===== config.mk =====
export PLATFORM = sky130hd
export DESIGN_NAME = shift_register_univ
export DESIGN_NICKNAME = d
export VERILOG_FILES = /design/src/rtl/shift_register_univ.sv
export SDC_FILE = /design/constraint.sdc
export NUM_CORES = 1
export LEC_CHECK = 0
export BUFFER_PORTS_ARGS = -buffer_cell sky130_fd_sc_hd__buf_2
export CAP_MARGIN = 15
export CORE_UTILIZATION = 42
export DETAILED_ROUTE_END_ITERATION = 8
export PLACE_DENSITY = 0.69
export SYNTH_ARGS = -nofsm -noshare
export SYNTH_HDL_FRONTEND = slang
export SYNTH_SLANG_ARGS = --single-unit

===== constraint.sdc =====
create_clock -name clk -period 2.4 [get_ports clk]
set_input_delay 0.72 -clock clk [delete_from_list [all_inputs] [get_ports clk]]
set_output_delay 0.72 -clock clk [all_outputs]
set_load 0.005 [all_outputs]

===== src/rtl/shift_register_univ.sv =====
// Universal shift register: parallel load, hold, shift and rotate in both
// directions under clock enable, with serial taps at both ends. A saturating
// operation counter tracks shifts since the last load and raises a one-cycle
// done pulse on the WIDTH-th shift, i.e. when a loaded word has fully left.
module shift_register_univ #(
   parameter int               WIDTH     = 8,
   parameter logic [WIDTH-1:0] RESET_VAL = '0,
   localparam int              CW        = $clog2(WIDTH + 1)
) (
   input  logic             clk,
   input  logic             clr_n,
   input  logic             ce,
   input  logic             sclr,
   input  logic [2:0]       mode,
   input  logic [WIDTH-1:0] d,
   input  logic             sin_l,
   input  logic             sin_r,
   output logic [WIDTH-1:0] q,
   output logic             sout_l,
   output logic             sout_r,
   output logic [CW-1:0]    cnt,
   output logic             done
);

   localparam logic [2:0] MODE_HOLD = 3'b000;
   localparam logic [2:0] MODE_LOAD = 3'b001;
   localparam logic [2:0] MODE_SHL  = 3'b010;
   localparam logic [2:0] MODE_SHR  = 3'b011;
   localparam logic [2:0] MODE_ROL  = 3'b100;
   localparam logic [2:0] MODE_ROR  = 3'b101;

   // cnt saturates at WIDTH; the edge leaving WIDTH-1 is the one that fires done
   localparam logic [CW-1:0] CNT_MAX  = CW'(WIDTH);
   localparam logic [CW-1:0] CNT_LAST = CW'(WIDTH - 1);

   logic [WIDTH-1:0] data_q, data_d;
   logic [CW-1:0]    cnt_q, cnt_d;
   logic             done_q, done_d;
   logic             is_shift;

   // Next-state: sclr beats ce, ce=0 freezes everything, otherwise mode decides
   always_comb begin
      data_d   = data_q;
      cnt_d    = cnt_q;
      done_d   = done_q;
      is_shift = 1'b0;
      if (sclr) begin
         data_d = RESET_VAL;
         cnt_d  = '0;
         done_d = 1'b0;
      end else if (ce) begin
         case (mode)
            MODE_LOAD: begin
               data_d = d;
               cnt_d  = '0;
            end
            MODE_SHL: begin
               data_d   = {data_q[WIDTH-2:0], sin_r};
               is_shift = 1'b1;
            end
            MODE_SHR: begin
               data_d   = {sin_l, data_q[WIDTH-1:1]};
               is_shift = 1'b1;
            end
            MODE_ROL: begin
               data_d   = {data_q[WIDTH-2:0], data_q[WIDTH-1]};
               is_shift = 1'b1;
            end
            MODE_ROR: begin
               data_d   = {data_q[0], data_q[WIDTH-1:1]};
               is_shift = 1'b1;
            end
            default: begin
               // HOLD and the two reserved codes leave data and count alone
               data_d = data_q;
            end
         endcase
         // Direction is irrelevant: cnt counts operations, not bit position
         if (is_shift && (cnt_q != CNT_MAX)) begin
            cnt_d = cnt_q + CW'(1);
         end
         // Any enabled edge clears a pending pulse unless this one re-fires it
         done_d = is_shift && (cnt_q == CNT_LAST);
      end
   end

   // State registers; async clear aborts any shift sequence in progress
   always_ff @(posedge clk or negedge clr_n) begin
      if (!clr_n) begin
         data_q <= RESET_VAL;
         cnt_q  <= '0;
         done_q <= 1'b0;
      end else begin
         data_q <= data_d;
         cnt_q  <= cnt_d;
         done_q <= done_d;
      end
   end

   // Outputs are straight views of the registers
   always_comb begin
      q      = data_q;
      sout_l = data_q[WIDTH-1];
      sout_r = data_q[0];
      cnt    = cnt_q;
      done   = done_q;
   end

   // MODE_HOLD is listed for readability; the default branch implements it
   logic unused_hold;
   assign unused_hold = ^MODE_HOLD;

endmodule

==> flow_summary.json, run 1 <==
{
  "viasPerCell": 5.39,
  "cts_sinks": 13,
  "yosysTopAreaCellShare": 0.355,
  "ys_types": 30,
  "cts_setup_buffers": 0,
  "dieArea_mm2": 0.00237,
  "grt_max_degree": 19,
  "drive_gt1_frac": 0.320,
  "h-tree-depth": 1,
  "area_delta_synth_final_pct": 18.7,
  "synth_compound_area_frac": 0.213,
  "grt_pass1_vias": 755,
  "max_freq_mhz": 509,
  "diodes": 0,
  "setup_viol": 0,
  "wl_um": 2100,
  "antenna_left": 0,
  "fin_util": 0.543,
  "grt_pass1_wl_um": 3410,
  "required_ns": 2.59,
  "grt_use_total": 0.186,
  "num_io_pins": 32,
  "nets": 149,
  "maxSlewHeadroom": 0.647,
  "ir_drop_v": 0.000347,
  "arrival_ns": 2.16,
  "clk_path_buf_depth": 2,
  "holdCritPathClass": "in -> async",
  "yosys-top-cells-area": "dfrtp_1 (36%), nor3_1 (7.1%), mux2i_1 (6.6%), a211oi_1 (4.9%), a21oi_1 (4.4%)",
  "finalCriticalPeriod_ns": 1.96,
  "path_clk_slew_ns": 0.08,
  "worst_setup_path_end_kind": "register",
  "tightest_slew_ns": 0.526,
  "syn_avg_cell_area_um2": 9.16,
  "pwr_density_cell_mw_per_mm2": 465,
  "row_count": 16,
  "syn_nets": 120,
  "antenna_found_initial": 0,
  "stdcell_count": 155,
  "synth-seq-cells": 13,
  "critPathKind": "in -> reg",
  "worst_clock_skew_ns": 0.00233,
  "regArea_um2": 325,
  "final.period_utilization": 0.818,
  "drc": 0,
  "synth-adder-area-share": 0.0410,
  "post_cts_resized": 0,
  "grt.overflow.total": 0,
  "cap_violations": 0,
  "top_usage_layer": "met2",
  "status": "completed",
  "hold_viol": 0,
  "ys.warnings.count": 0,
  "vias": 835,
  "dr.pass1.iters": 4,
  "initial_core_util": 0.457,
  "portBuffers": 31,
  "multiInputGateArea_um2": 528,
  "tns_ns": 0,
  "fp.dieW_um": 48.7,
  "cp-start-kind": "input pin",
  "nFillCells": 201,
  "avgRoutedWirePerCell_um": 13.5,
  "postSynthCellCount": 100,
  "rsz0062_at_grt": "false",
  "drt_iter0_markers": 15,
  "place_congestion": 0.828,
  "synth_top_area_cell": "dfrtp_1",
  "use_met3": 0.0346,
  "report.final.slew_viol_count": 0,
  "dp_hpwl_um": 1560,
  "post_synth_instance_area_um2": 916,
  "core_mm2": 0.00200,
  "yosysSeqAreaShare": 0.355,
  "dieHeight_um": 48.7,
  "clock_latency_ns": 0.27,
  "power_leakage_nw": 0.527,
  "synth_top_family_by_area": "compound AO/OA/AOI/OAI gates",
  "synth_simple_gate_area_frac": 0.190,
  "cts_root_buf": "clkbuf_4",
  "synthMuxAreaShare": 0.123,
  "cts.hold.buffers_added": 0,
  "cts_tree": "done",
  "path_max_fanout": 18,
  "synthXorXnorAreaFrac": 0.00956,
  "use_met1": 0.260,
  "grtUsageMet2": 0.275,
  "cts_buffers": 3,
  "place_inst": 151
}
-- path summary, 6_finish.rpt --
| kind | startpoint | endpoint | depth (start not counted) | slack, ns |
|---|---|---|---|---|
| max | mode[1] | cnt[0] | 7 | 0.44 |
| min | clr_n | q[7] | 1 | 0.32 |
| max reg2reg | cnt[0] | cnt[0] | 6 | 1.03 |
| min reg2reg | done | done | 2 | 0.53 |
| max in group asynchronous | clr_n | cnt[0] | 1 | 1.84 |
| min in group clk | done | done | 2 | 0.53 |
-- synth_stat cells, drive strengths merged --
master	n
xnor2	1
mux2i	6
nand3b	1
o21a	1
nand2	6
dfrtp	13
a311oi	1
buf	5
o21ai	3
nor2b	3
inv	5
nor3b	1
o211ai	2
ha	3
a21o	2
a221o	2
o21ba	1
nand4	2
nand4b	2
a211oi	6
clkbuf	2
a31oi	1
nor2	6
nor3	13
a21oi	8
mux2	4
-- registers in the layout, summed over array words and instances, names as in the netlist --
signal	count
q	8
cnt	4
done	1
-- critical path, cell delays in order --
cell	delay (ns)
buf_2	0.14
inv_1	0.06
ha_1	0.59
inv_1	0.20
a21oi_1	0.19
o21ai_0	0.10
a21oi_1	0.15
-- layer usage --
metal,share of wire,wire (um),up-vias
met5,0,0,-
met4,0.0067,14,0
met3,0.037,78,2
met2,0.46,966,19
met1,0.49,1040,390
li1,-,-,424
-- where the power goes --
part / leakage, nW / switching [mW] / total, mW / internal (mW)
logic: 0.336 / 0.0683 / 0.125 / 0.0567
registers: 0.176 / 0.0149 / 0.245 / 0.230
clock network: 0.0150 / 0.0707 / 0.135 / 0.0643
total: 0.527 / 0.154 / 0.505 / 0.351
-- stage by stage --
stage	hold WS [ns]	total power, mW	worst slack, ns	instance area [um^2]
after global placement	0.521	0.372	0.257	1060
after global routing	0.336	0.539	0.282	1090
after floorplan	0.424	0.330	0.512	916
final	0.323	0.505	0.437	1090
after CTS	0.336	0.513	0.447	1090
after detailed placement	0.523	0.375	0.135	1060
-- final cells by class --
cell class / count / area share
clock buffer: 4 / 0.0242
tap: 27 / 0.0311
sequential: 13 / 0.299
timing repair buffer: 31 / 0.143
multi-input combinational: 75 / 0.486
inverter: 5 / 0.0173
-- cells by family (layout without fill, tap and decap cells) --
logic type / count (synthesis) / in the layout
XOR/XNOR: 1 / 1
buffers and inverters: 12 / 40
AO/OA/AOI/OAI: 27 / 27
multiplexers: 10 / 10
adder cells (fa/ha/maj): 3 / 3
AND/OR/NAND/NOR: 34 / 34
flip-flops: 13 / 13
-- placed cells by master (no fill, tap or decap) --
master | synthesis | final
buf_2 | 2 | 31
nor3_1 | 13 | 13
dfrtp_1 | 13 | 13
a21oi_1 | 8 | 8
nand2_1 | 6 | 6
mux2i_1 | 6 | 6
a211oi_1 | 6 | 6
nor2_1 | 6 | 6
inv_1 | 5 | 5
nor2b_1 | 3 | 3
ha_1 | 3 | 3
clkbuf_4 | 0 | 3
nand4b_1 | 2 | 2
a21o_1 | 2 | 2
o21ai_0 | 2 | 2
nand4_1 | 2 | 2
mux2_2 | 2 | 2
mux2_4 | 2 | 2
a221o_1 | 2 | 2
o211ai_1 | 2 | 2
nor3b_1 | 1 | 1
a31oi_1 | 1 | 1
a311oi_1 | 1 | 1
nand3b_1 | 1 | 1
o21ba_2 | 1 | 1
o21ai_4 | 1 | 1
xnor2_1 | 1 | 1
o21a_2 | 1 | 1
clkbuf_1 | 2 | 1
Note: power is estimated with default switching activity, not from simulation.
==> inputs of run 2 (changes only) <==
PLACE_DENSITY = 0.72   (was 0.69)
clock period = 1.6 ns   (was 2.4 ns; I/O delays follow)
==> flow_summary.json, run 2 (synthesized netlist as in run 1, its figures left out) <==
{
  "r2r-end": "cnt[1]",
  "power_leakage_nw": 0.566,
  "holdCritPathClass": "in -> async",
  "worst_setup_path_end_kind": "register",
  "cap_violations": 0,
  "use_met3": 0.0220,
  "finalCriticalPeriod_ns": 1.44,
  "cts.hold.buffers_added": 0,
  "stdcell_count": 163,
  "use_met1": 0.275,
  "ir_drop_v": 0.000398,
  "grt_use_total": 0.211,
  "mostFrequentLayoutCells": "buf_2 (31), nor3_1 (13), dfrtp_1 (13), a21oi_1 (8), buf_4 (8)",
  "place_congestion": 0.816,
  "setup_viol": 0,
  "antenna_found_initial": 0,
  "status": "completed",
  "drc": 0,
  "max_freq_mhz": 696,
  "critPathKind": "in -> reg",
  "crit_top_cell": "nor3_1",
  "dr.pass1.iters": 4,
  "vias": 913,
  "post_cts_resized": 0,
  "wl_um": 2220,
  "drt_iter0_markers": 18,
  "required_ns": 1.80,
  "path_clk_slew_ns": 0.08,
  "num_io_pins": 32,
  "area_delta_synth_final_pct": 25.3,
  "h-tree-depth": 1,
  "clk_path_buf_depth": 2,
  "grt_pass1_wl_um": 3910,
  "path_max_fanout": 12,
  "nets": 157,
  "largest_register_ffs": 8,
  "worst-path-buf-inv": 3,
  "diodes": 0,
  "core_mm2": 0.00200,
  "grt.overflow.total": 0,
  "arrival_ns": 1.64,
  "grt_max_degree": 14,
  "crit_chain": "buf_2 > inv_1 > ha_1 > buf_4 > nor3_1 > a211oi_1 > nor3_1",
  "layout_commonest_cell": "buf_2",
  "fin_util": 0.573,
  "crit_path_max_incr_delay_ns": 0.37,
  "holdWs_ns": 0.0821,
  "cp-start-kind": "input pin",
  "initial_core_util": 0.457,
  "portBuffers": 31,
  "hold_viol": 0,
  "grtUsageMet2": 0.345,
  "r2r_cells": 6,
  "cp_top_family": "simple AND/OR/NAND/NOR gates",
  "place_inst": 159,
  "rsz0062_at_grt": "false",
  "worstReg2RegStart": "cnt[0]",
  "fp.dieW_um": 48.7,
  "cts_sinks": 13,
  "top_usage_layer": "met2",
  "cts_root_buf": "clkbuf_4",
  "cts_tree": "done",
  "worst_clock_skew_ns": 0.00163,
  "dieHeight_um": 48.7,
  "crit_slowest_cell": "ha_1",
  "final.period_utilization": 0.898,
  "report.final.slew_viol_count": 0,
  "cts_buffers": 3,
  "cts_setup_buffers": 0,
  "clock_latency_ns": 0.28,
  "avgRoutedWirePerCell_um": 13.6,
  "rrSetupSlack_ns": 0.22,
  "grt_pass1_vias": 873,
  "pwr_density_cell_mw_per_mm2": 688,
  "tightest_slew_ns": 0.325,
  "dieArea_mm2": 0.00237,
  "dp_hpwl_um": 1620,
  "antenna_left": 0,
  "maxSlewHeadroom": 0.783,
  "viasPerCell": 5.60,
  "p_total_mw": 0.790,
  "drive_gt1_frac": 0.360,
  "row_count": 16
}
[run 2: worst reg2reg max path, delay by kind of cell, from the launching register on]
kind | cells | cell delay [ns]
DFF | 1 | 0.43
buffers and inverters | 1 | 0.10
adders and majority gates | 1 | 0.18
and+or+nand+nor | 1 | 0.15
AOI/OAI and AO/OA | 3 | 0.45
[run 2: per-layer routing]
| layer | up-vias | wire length, um |
|---|---|---|
| met3 | 4 | 123 |
| met1 | 436 | 1070 |
| met2 | 31 | 991 |
| met4 | 0 | 29 |
| li1 | 442 | - |
| met5 | - | 0 |
[run 2: layout make-up]
cell class	count	area (um^2)
Multi-Input combinational cell	75	528
Sequential cell	13	325
Timing Repair Buffer	39	215
Tap cell	27	33.8
Clock buffer	4	26.3
Fill cell	196	855
Inverter	5	18.8
[run 2: power breakdown]
part	switching (mW)	internal, mW	leakage, nW
logic	0.110	0.101	0.375
clock network	0.114	0.0968	0.0150
registers	0.0218	0.346	0.176
total	0.246	0.544	0.566
[run 2: stage by stage]
step	instance area, um^2	TNS (ns)	setup WS, ns
floorplan	917	0	0.0386
global placement	1120	-0.528	-0.0765
detailed placement	1120	-0.922	-0.127
CTS	1150	0	0.175
global route	1150	0	0.0395
finish	1150	0	0.163
[run 2: how the worst max path moves through the flow]
stage,cells after the start,from,endpoint
after floorplan,7,mode[1],q[1]
after global placement,7,mode[1],q[2]
after detailed placement,7,mode[1],q[2]
after CTS,7,mode[1],q[6]
after global routing,7,mode[1],q[2]
final,7,mode[1],q[6]
==> inputs of run 3 (changes only) <==
CORE_MARGIN = 3   (was unset)
==> flow_summary.json, run 3 (synthesized netlist as in run 1, its figures left out) <==
{
  "layout_commonest_cell": "buf_2",
  "maxSlewHeadroom": 0.793,
  "final.period_utilization": 0.899,
  "row_count": 16,
  "pwr-share-seq": 0.465,
  "num_io_pins": 32,
  "pwr_density_cell_mw_per_mm2": 688,
  "viasPerCell": 5.46,
  "initial_core_util": 0.453,
  "crit_path_max_incr_delay_ns": 0.31,
  "h-tree-depth": 1,
  "cts_root_buf": "clkbuf_4",
  "crit_top_cell": "nor3_1",
  "area_delta_synth_final_pct": 25.5,
  "required_ns": 1.78,
  "grt_use_total": 0.189,
  "worst_setup_path_end_kind": "register",
  "r2r_cells": 4,
  "cts_tree": "done",
  "tns_ns": 0,
  "dieArea_mm2": 0.00278,
  "crit_chain": "buf_2 > inv_1 > ha_2 > buf_4 > nor3_1 > a211oi_1 > nor3_1",
  "wl_met2_um": 1060,
  "grt_max_degree": 14,
  "nets": 157,
  "routed-wl-met3_um": 153,
  "dp_hpwl_um": 1690,
  "ir_drop_v": 0.000368,
  "cap_violations": 0,
  "p_switching_mw": 0.246,
  "worstReg2RegStart": "q[1]",
  "cp.depth": 7,
  "drt_iter0_markers": 37,
  "drc": 0,
  "drive_gt1_frac": 0.368,
  "rsz0062_at_grt": "false",
  "clockPowerShare": 0.265,
  "mostFrequentLayoutCells": "buf_2 (31), nor3_1 (13), dfrtp_1 (13), a21oi_1 (8), buf_4 (8)",
  "setup_viol": 0,
  "nFillCells": 195,
  "crit_slowest_cell": "ha_2",
  "arrival_ns": 1.62,
  "grt_pass1_vias": 867,
  "met1Wirelength_um": 1080,
  "antenna_found_initial": 0,
  "holdCritPathClass": "in -> async",
  "finalCriticalPeriod_ns": 1.44,
  "dr.pass1.iters": 4,
  "fp.dieW_um": 52.7,
  "cts_buffers": 3,
  "path_clk_slew_ns": 0.08,
  "p_total_mw": 0.791,
  "critPathKind": "in -> reg",
  "cp-start-kind": "input pin",
  "post_cts_resized": 0,
  "antenna_left": 0,
  "wl_um": 2320,
  "cts_sinks": 13,
  "grt.overflow.total": 0,
  "tightest_slew_ns": 0.311,
  "cp_top_family": "simple AND/OR/NAND/NOR gates",
  "fin_util": 0.569,
  "avgRoutedWirePerCell_um": 14.2,
  "hold_viol": 0,
  "portBuffers": 31,
  "clk_path_buf_depth": 2,
  "internal-power_mw": 0.545,
  "dieHeight_um": 52.7,
  "cts.hold.buffers_added": 0,
  "vias": 890,
  "crit_start": "mode[1]",
  "power_leakage_nw": 0.564,
  "worst-path-buf-inv": 3,
  "holdWs_ns": 0.0799,
  "path_max_fanout": 12,
  "status": "completed",
  "worst_slack_ns": 0.162,
  "cts_setup_buffers": 0,
  "core_mm2": 0.00202,
  "swShare": 0.311,
  "combinationalPowerShare": 0.270,
  "top_layer": "met4",
  "clock_latency_ns": 0.27,
  "diodes": 0,
  "grt_pass1_wl_um": 3910,
  "place_ws_ns": -0.210,
  "worst_clock_skew_ns": 0.00221,
  "report.final.slew_viol_count": 0,
  "place_congestion": 0.819,
  "largest_register_ffs": 8,
  "max_freq_mhz": 695
}
run 3: cell counts in the layout (fill, tap and decap cells not counted):
No cell type changed its count.
run 3: layout make-up:
cell class / instances / area [um^2] / area share
tap: 27 / 33.8 / 0.0294
inverter: 5 / 18.8 / 0.0163
sequential: 13 / 325 / 0.283
multi-input combinational: 75 / 531 / 0.461
timing repair buffer: 39 / 215 / 0.187
clock buffer: 4 / 26.3 / 0.0229
run 3: stage by stage:
step	cell area, um^2	cells
2_1_floorplan	917	100
3_3_place_gp	1120	159
3_5_place_dp	1120	159
4_1_cts	1150	163
5_1_grt	1150	163
6_report	1150	163
run 3: worst reg2reg max path, delay by kind of cell, from the launching register on:
family         cells  cell delay [ns]
AO/OA/AOI/OAI      3             0.52
flip-flops         1             0.44
multiplexers       1             0.29
run 3: worst paths after layout:
kind	end	slack, ns
min in group clk	q[7]	0.52
hold / removal	q[7]	0.08
max in group asynchronous	cnt[0]	1.28
hold reg to reg	done	0.53
setup reg to reg	q[0]	0.23
setup / recovery	q[5]	0.16
run 3: layer usage:
| layer | track usage | vias to the layer above |
|---|---|---|
| li1 | - | 439 |
| met1 | 0.275 | 407 |
| met2 | 0.283 | 38 |
| met3 | 0.0171 | 6 |
| met4 | 0.0766 | 0 |
| met5 | 0 | - |
run 3: power groups by stage:
stage / registers, mW / clock network, mW / logic, mW
6_report: 0.368 / 0.209 / 0.213
5_1_grt: 0.371 / 0.227 / 0.236
4_1_cts: 0.368 / 0.217 / 0.213
3_5_place_dp: 0.375 / 0 / 0.211
3_3_place_gp: 0.374 / 0 / 0.205
2_1_floorplan: 0.371 / 0 / 0.126
